==> src/rtl/hazard_stall_unit.sv <==
// Stall/flush controller: load-use bubble, wrong-path squash after taken branches, memory-wait freeze.
// Optional statistics counters are built when HAZARD_STATS_EN is defined.
module hazard_stall_unit #(
   parameter int REG_W     = 5,
   parameter int FLUSH_LEN = 1
) (
   input  logic             clk,
   input  logic             arst,
   input  logic [REG_W-1:0] IFID_regRs,
   input  logic [REG_W-1:0] IFID_regRt,
   input  logic             IFID_useRt,
   input  logic [REG_W-1:0] IDEX_regRt,
   input  logic             IDEX_memRead,
   input  logic             branch_taken,
   input  logic             mem_wait,
   output logic             pc_write,
   output logic             IFID_write,
   output logic             IDEX_write,
   output logic             EXMEM_write,
   output logic             IFID_flush,
   output logic             IDEX_bubble,
   output logic [15:0]      stall_cnt,
   output logic [15:0]      flush_cnt
);

   typedef enum logic {RUN = 1'b0, FLUSH = 1'b1} state_t;

   localparam logic [2:0] FLUSH_INIT = 3'(FLUSH_LEN - 1);

   state_t     state;
   logic [2:0] fcnt;
   logic       lu;
   logic       stall_case;

   assign lu = IDEX_memRead && (IDEX_regRt != '0) &&
               ((IDEX_regRt == IFID_regRs) || (IFID_useRt && (IDEX_regRt == IFID_regRt)));

   always_comb begin
      // NOTE: every output gets a default first, so no branch below can infer a latch.
      pc_write    = 1'b1;
      IFID_write  = 1'b1;
      IDEX_write  = 1'b1;
      EXMEM_write = 1'b1;
      IFID_flush  = 1'b0;
      IDEX_bubble = 1'b0;
      stall_case  = 1'b0;
      if (arst) begin
         pc_write    = 1'b0;
         IFID_write  = 1'b0;
         IDEX_write  = 1'b0;
         EXMEM_write = 1'b0;
         IFID_flush  = 1'b1;
         IDEX_bubble = 1'b1;
      end else if (mem_wait) begin
         pc_write    = 1'b0;
         IFID_write  = 1'b0;
         IDEX_write  = 1'b0;
         EXMEM_write = 1'b0;
      end else if (branch_taken) begin
         IFID_flush  = 1'b1;
         IDEX_bubble = 1'b1;
      end else if (state == FLUSH) begin
         IFID_flush  = 1'b1;
      end else if (lu) begin
         pc_write    = 1'b0;
         IFID_write  = 1'b0;
         IDEX_bubble = 1'b1;
         stall_case  = 1'b1;
      end
   end

   // NOTE: sequential state uses non-blocking assignments so all flops update together.
   always_ff @(posedge clk or posedge arst) begin
      if (arst) begin
         state <= RUN;
         fcnt  <= '0;
      end else if (mem_wait) begin
         state <= state;
         fcnt  <= fcnt;
      end else if (branch_taken) begin
         if (FLUSH_LEN > 1) begin
            state <= FLUSH;
            fcnt  <= FLUSH_INIT;
         end else begin
            state <= RUN;
            fcnt  <= '0;
         end
      end else if (state == FLUSH) begin
         // Guarding fcnt<=1 keeps the counter from wrapping below zero.
         if (fcnt <= 3'd1) begin
            state <= RUN;
            fcnt  <= '0;
         end else begin
            fcnt  <= fcnt - 3'd1;
         end
      end
   end

`ifdef HAZARD_STATS_EN
   logic [15:0] stall_q;
   logic [15:0] flush_q;

   always_ff @(posedge clk or posedge arst) begin
      if (arst) begin
         stall_q <= '0;
         flush_q <= '0;
      end else begin
         if (stall_case && (stall_q != 16'hFFFF)) stall_q <= stall_q + 16'd1;
         if (IFID_flush && (flush_q != 16'hFFFF)) flush_q <= flush_q + 16'd1;
      end
   end

   assign stall_cnt = stall_q;
   assign flush_cnt = flush_q;
`else
   logic unused_stall;
   assign unused_stall = stall_case;
   assign stall_cnt    = '0;
   assign flush_cnt    = '0;
`endif

endmodule

==> config.mk <==
export PLATFORM = sky130hd
export DESIGN_NAME = hazard_stall_unit
export DESIGN_NICKNAME = d
export VERILOG_FILES = /design/src/rtl/hazard_stall_unit.sv
export SDC_FILE = /design/constraint.sdc
export NUM_CORES = 1
export LEC_CHECK = 0
export CAP_MARGIN = 20
export CORE_MARGIN = 3
export CORE_UTILIZATION = 34
export CTS_BUF_LIST = sky130_fd_sc_hd__clkbuf_8
export DETAILED_ROUTE_END_ITERATION = 10
export MAX_ROUTING_LAYER = met4
export PLACE_DENSITY = 0.87
export SYNTH_ARGS = -nofsm -noshare
export SYNTH_HDL_FRONTEND = slang
export SYNTH_SLANG_ARGS = --single-unit
==> constraint.sdc <==
create_clock -name clk -period 5.76 [get_ports clk]
set_input_delay 1.728 -clock clk [delete_from_list [all_inputs] [get_ports clk]]
set_output_delay 1.728 -clock clk [all_outputs]
set_load 0.01 [all_outputs]
==> metrics.md, run 1 <==
| Metric | Value |
|---|---|
| CP required | `about 4.0 ns` |
| Detail Placement HPWL | `1110 um` |
| Die Area | `roughly 2500 um2` |
| Hold Fails Final Rpt | `0` |
| Largest net degree at the start of global routing | `7` |
| Placer Congestion | `0.771` |
| Synth Flop Type | `dfrtp_1` |
| CP Capture Type | `output port` |
| Final Skew | `~0.005 ns` |
| Total design power | `roughly 0.18 mW` |
| Final setup violation count | `0` |
| CP max FO | `3` |
| Rows | `15` |
| Mean post-synth cell area | `8.15 um2` |
| Antenna Cells | `0` |
| CTS max path bufs | `2` |
| R2R setup slack | `about 4.3 ns` |
| Final nets | `~130` |
| Cts repair resizes | `0` |
| Post-synth EDFFs | `0` |
| Fillers | `183` |
| Reg-to-Reg End | `fcnt[0]` |
| 1st-pass router iterations | `2` |
| Hold buffer count at cts | `0` |
| RSZ-0062 raised after global routing | `false` |
| Post-route setup TNS | `0 ns` |
| Die Wd | `about 50 um` |
| Async SR Flop Fraction | `100%` |
| Area Growth Syn to Fin | `29.8%` |
| Clk slew on worst S/H paths | `~0.030 ns` |
| Achievable frequency | `184 MHz` |
| Slowest CP cell | `clkdlybuf4s50_1` |
| DRC errors left | `0` |
| DR WL/cell | `between 9 and 10 um` |
| Setup Fix Bufs, Post-CTS | `0` |
| # port buffers | `26` |
| Top cells by area, synth | `buf_4 (39%), dfrtp_1 (15%), xor2_1 (12%)` |
| Maxcap violations | `0` |
| Total clock sinks | `4` |
| Mapped Cells | `80` |
| FF+latch count, synth | `4` |
| Worst skew pair latency | `about 0.22 ns` |
| Initial antenna violation count | `0` |
| First-pass GRT wire length | `roughly 1900 um` |
| Die Y | `49.8 um` |
| CP startpoint kind | `input port` |
| Final period util | `94.3%` |
| VDD IR max | `107 uV` |
| Total CTS buffers | `3` |
| Worst-path cell chain | `clkdlybuf4s50_1 > xor2_1 > nor4_2 > a32oi_1 > o311ai_2 > clkdlybuf4s50_1` |
| Most frequent CP cell | `clkdlybuf4s50_1` |
| Iteration-0 DRC Markers | `4` |
| Max Slew Vio Count | `0` |
| Share of layout cells above drive strength 1 | `under 10%` |
| Antenna viol nets, final | `0` |
| Post-synthesis sequential area ratio | `15.4%` |
| Worst setup margin | `0.331 ns` |
| Routed WL | `about 1200 um` |
| HP Class | `reg2reg` |
| WHS Path Cells | `1` |
| Core area | `roughly 1800 um2` |
| Gr usage total | `around a tenth` |
| CTS tree | `built` |
| Mapped Area | `~650 um2` |
| Cell taking the most area after synthesis | `buf_4` |
| Dpl ws | `about 0.32 ns` |
| Yosys synthesis warning count | `0` |
| CP max stage delay | `just under 0.6 ns` |
| Final std cells w/o fill | `131` |
| Hold Path End | `state` |
| CTS root buf | `clkbuf_8` |
| Vias | `between 500 and 600` |
| Hold_sp | `state` |
| Reg2reg start | `fcnt[1]` |
| Worst path arrival time | `~3.7 ns` |
| Reg2Reg Depth | `6` |
| Initial Util | `a little under two fifths` |
| Top-area cell type share of the netlist area | `approximately two fifths` |
| Yosys cell types | `24` |
| GRT overflow | `0` |
| Hold slack | `just over 0.5 ns` |
| Vias per cell | `just under 4` |
| Final Critical Period | `approximately 5.4 ns` |
| Vias in the first global route | `between 400 and 500` |
| Placed insts | `roughly 130` |
| Status | `finished clean` |
| Num ports | `just under 60` |
| Most instantiated library cell after synthesis | `buf_4` |
| Worst setup path class | `in2out` |
| Leak Pwr | `just over 0.4 nW` |
| Top cells by count, synth | `buf_4 (34), xor2_1 (9), inv_1 (5), dfrtp_1 (4)` |
| # H-tree levels | `1` |
| Pwr/cell area | `~220 nW/um2` |
==> flip-flops by register name, summed over array words and instances, names as in the netlist <==
register  cells
state         1
fcnt          3
==> worst max-delay path by stage <==
stage	start	to	slack (ns)
floorplan	IDEX_regRt[3]	pc_write	1.27
global placement	IDEX_regRt[1]	IFID_write	0.39
detailed placement	IDEX_regRt[3]	IDEX_bubble	0.32
CTS	IDEX_regRt[3]	IDEX_bubble	0.32
global route	IDEX_regRt[3]	IDEX_bubble	0.15
finish	IDEX_regRt[3]	IDEX_bubble	0.33
==> power breakdown <==
group / total (mW) / switching (mW) / leakage [nW] / internal [mW]
clock: 0.0595 / 0.0149 / 0.0216 / 0.0446
sequential: 0.0434 / 0.00659 / 0.0548 / 0.0368
combinational: 0.0808 / 0.0431 / 0.328 / 0.0377
==> kinds of logic after synthesis <==
family                     count (synthesis)  synth area share (%)
other                                      1                 0.575
buffers and inverters                     39                  42.0
AOI/OAI and AO/OA                         12                  14.6
adders and majority gates                  2                  3.84
DFF                                        4                  15.4
xor gates and xnor gates                  10                  13.4
and+or+nand+nor                           12                  10.2
==> per-stage QoR <==
stage | instance area (um2) | util (%)
floorplan | 768 | -
global placement | 805 | 45.6
detailed placement | 805 | 45.6
CTS | 846 | 47.9
global route | 846 | 47.9
finish | 846 | 47.9
==> worst max-delay path, delay by kind of cell <==
family | cells | cell delay [ns]
AO/OA/AOI/OAI | 2 | 0.45
XOR/XNOR | 1 | 0.20
buffers and inverters | 2 | 1.05
AND/OR/NAND/NOR | 1 | 0.28
==> area by class of cell <==
class	count	area [um2]	area share, %
tap	25	31.3	3.70
clock buffer	3	41.3	4.88
sequential	4	100	11.8
timing repair buffer	26	260	30.8
inverter	5	18.8	2.22
multi-input combinational	68	394	46.6
==> metal layers <==
metal / global-route usage, % / up-vias / routed length (um)
met2: 17.6 / 30 / 664
met1: 10.1 / 231 / 433
li1: - / 247 / -
met3: 4.53 / 3 / 134
met5: - / - / 0
met4: 2.76 / 0 / 7
==> placed cells by master, fill, tap and decap left out, types with 2 or more instances in the layout <==
cell type / synthesis / final
ha_1: 2 / 2
o21bai_1: 2 / 2
nand2_1: 3 / 3
clkdlybuf4s50_1: 0 / 26
nand2b_1: 2 / 2
nor2_1: 3 / 3
a21oi_1: 2 / 2
inv_1: 5 / 5
xor2_1: 9 / 9
dfrtp_1: 4 / 4
conb_1: 1 / 32
clkbuf_8: 0 / 3
No activity file was read; power rests on OpenSTA's default activity.
==> run 2: changes to the inputs <==
--- a/config.mk
+++ b/config.mk
@@ -9,6 +9,7 @@
 export CORE_MARGIN = 3
 export CORE_UTILIZATION = 34
 export CTS_BUF_LIST = sky130_fd_sc_hd__clkbuf_8
+export CTS_CLUSTER_DIAMETER = 60
 export DETAILED_ROUTE_END_ITERATION = 10
 export MAX_ROUTING_LAYER = met4
 export PLACE_DENSITY = 0.87
==> results of run 2 <==
The final DEF is identical to that of run 1; final timing and power are the same.
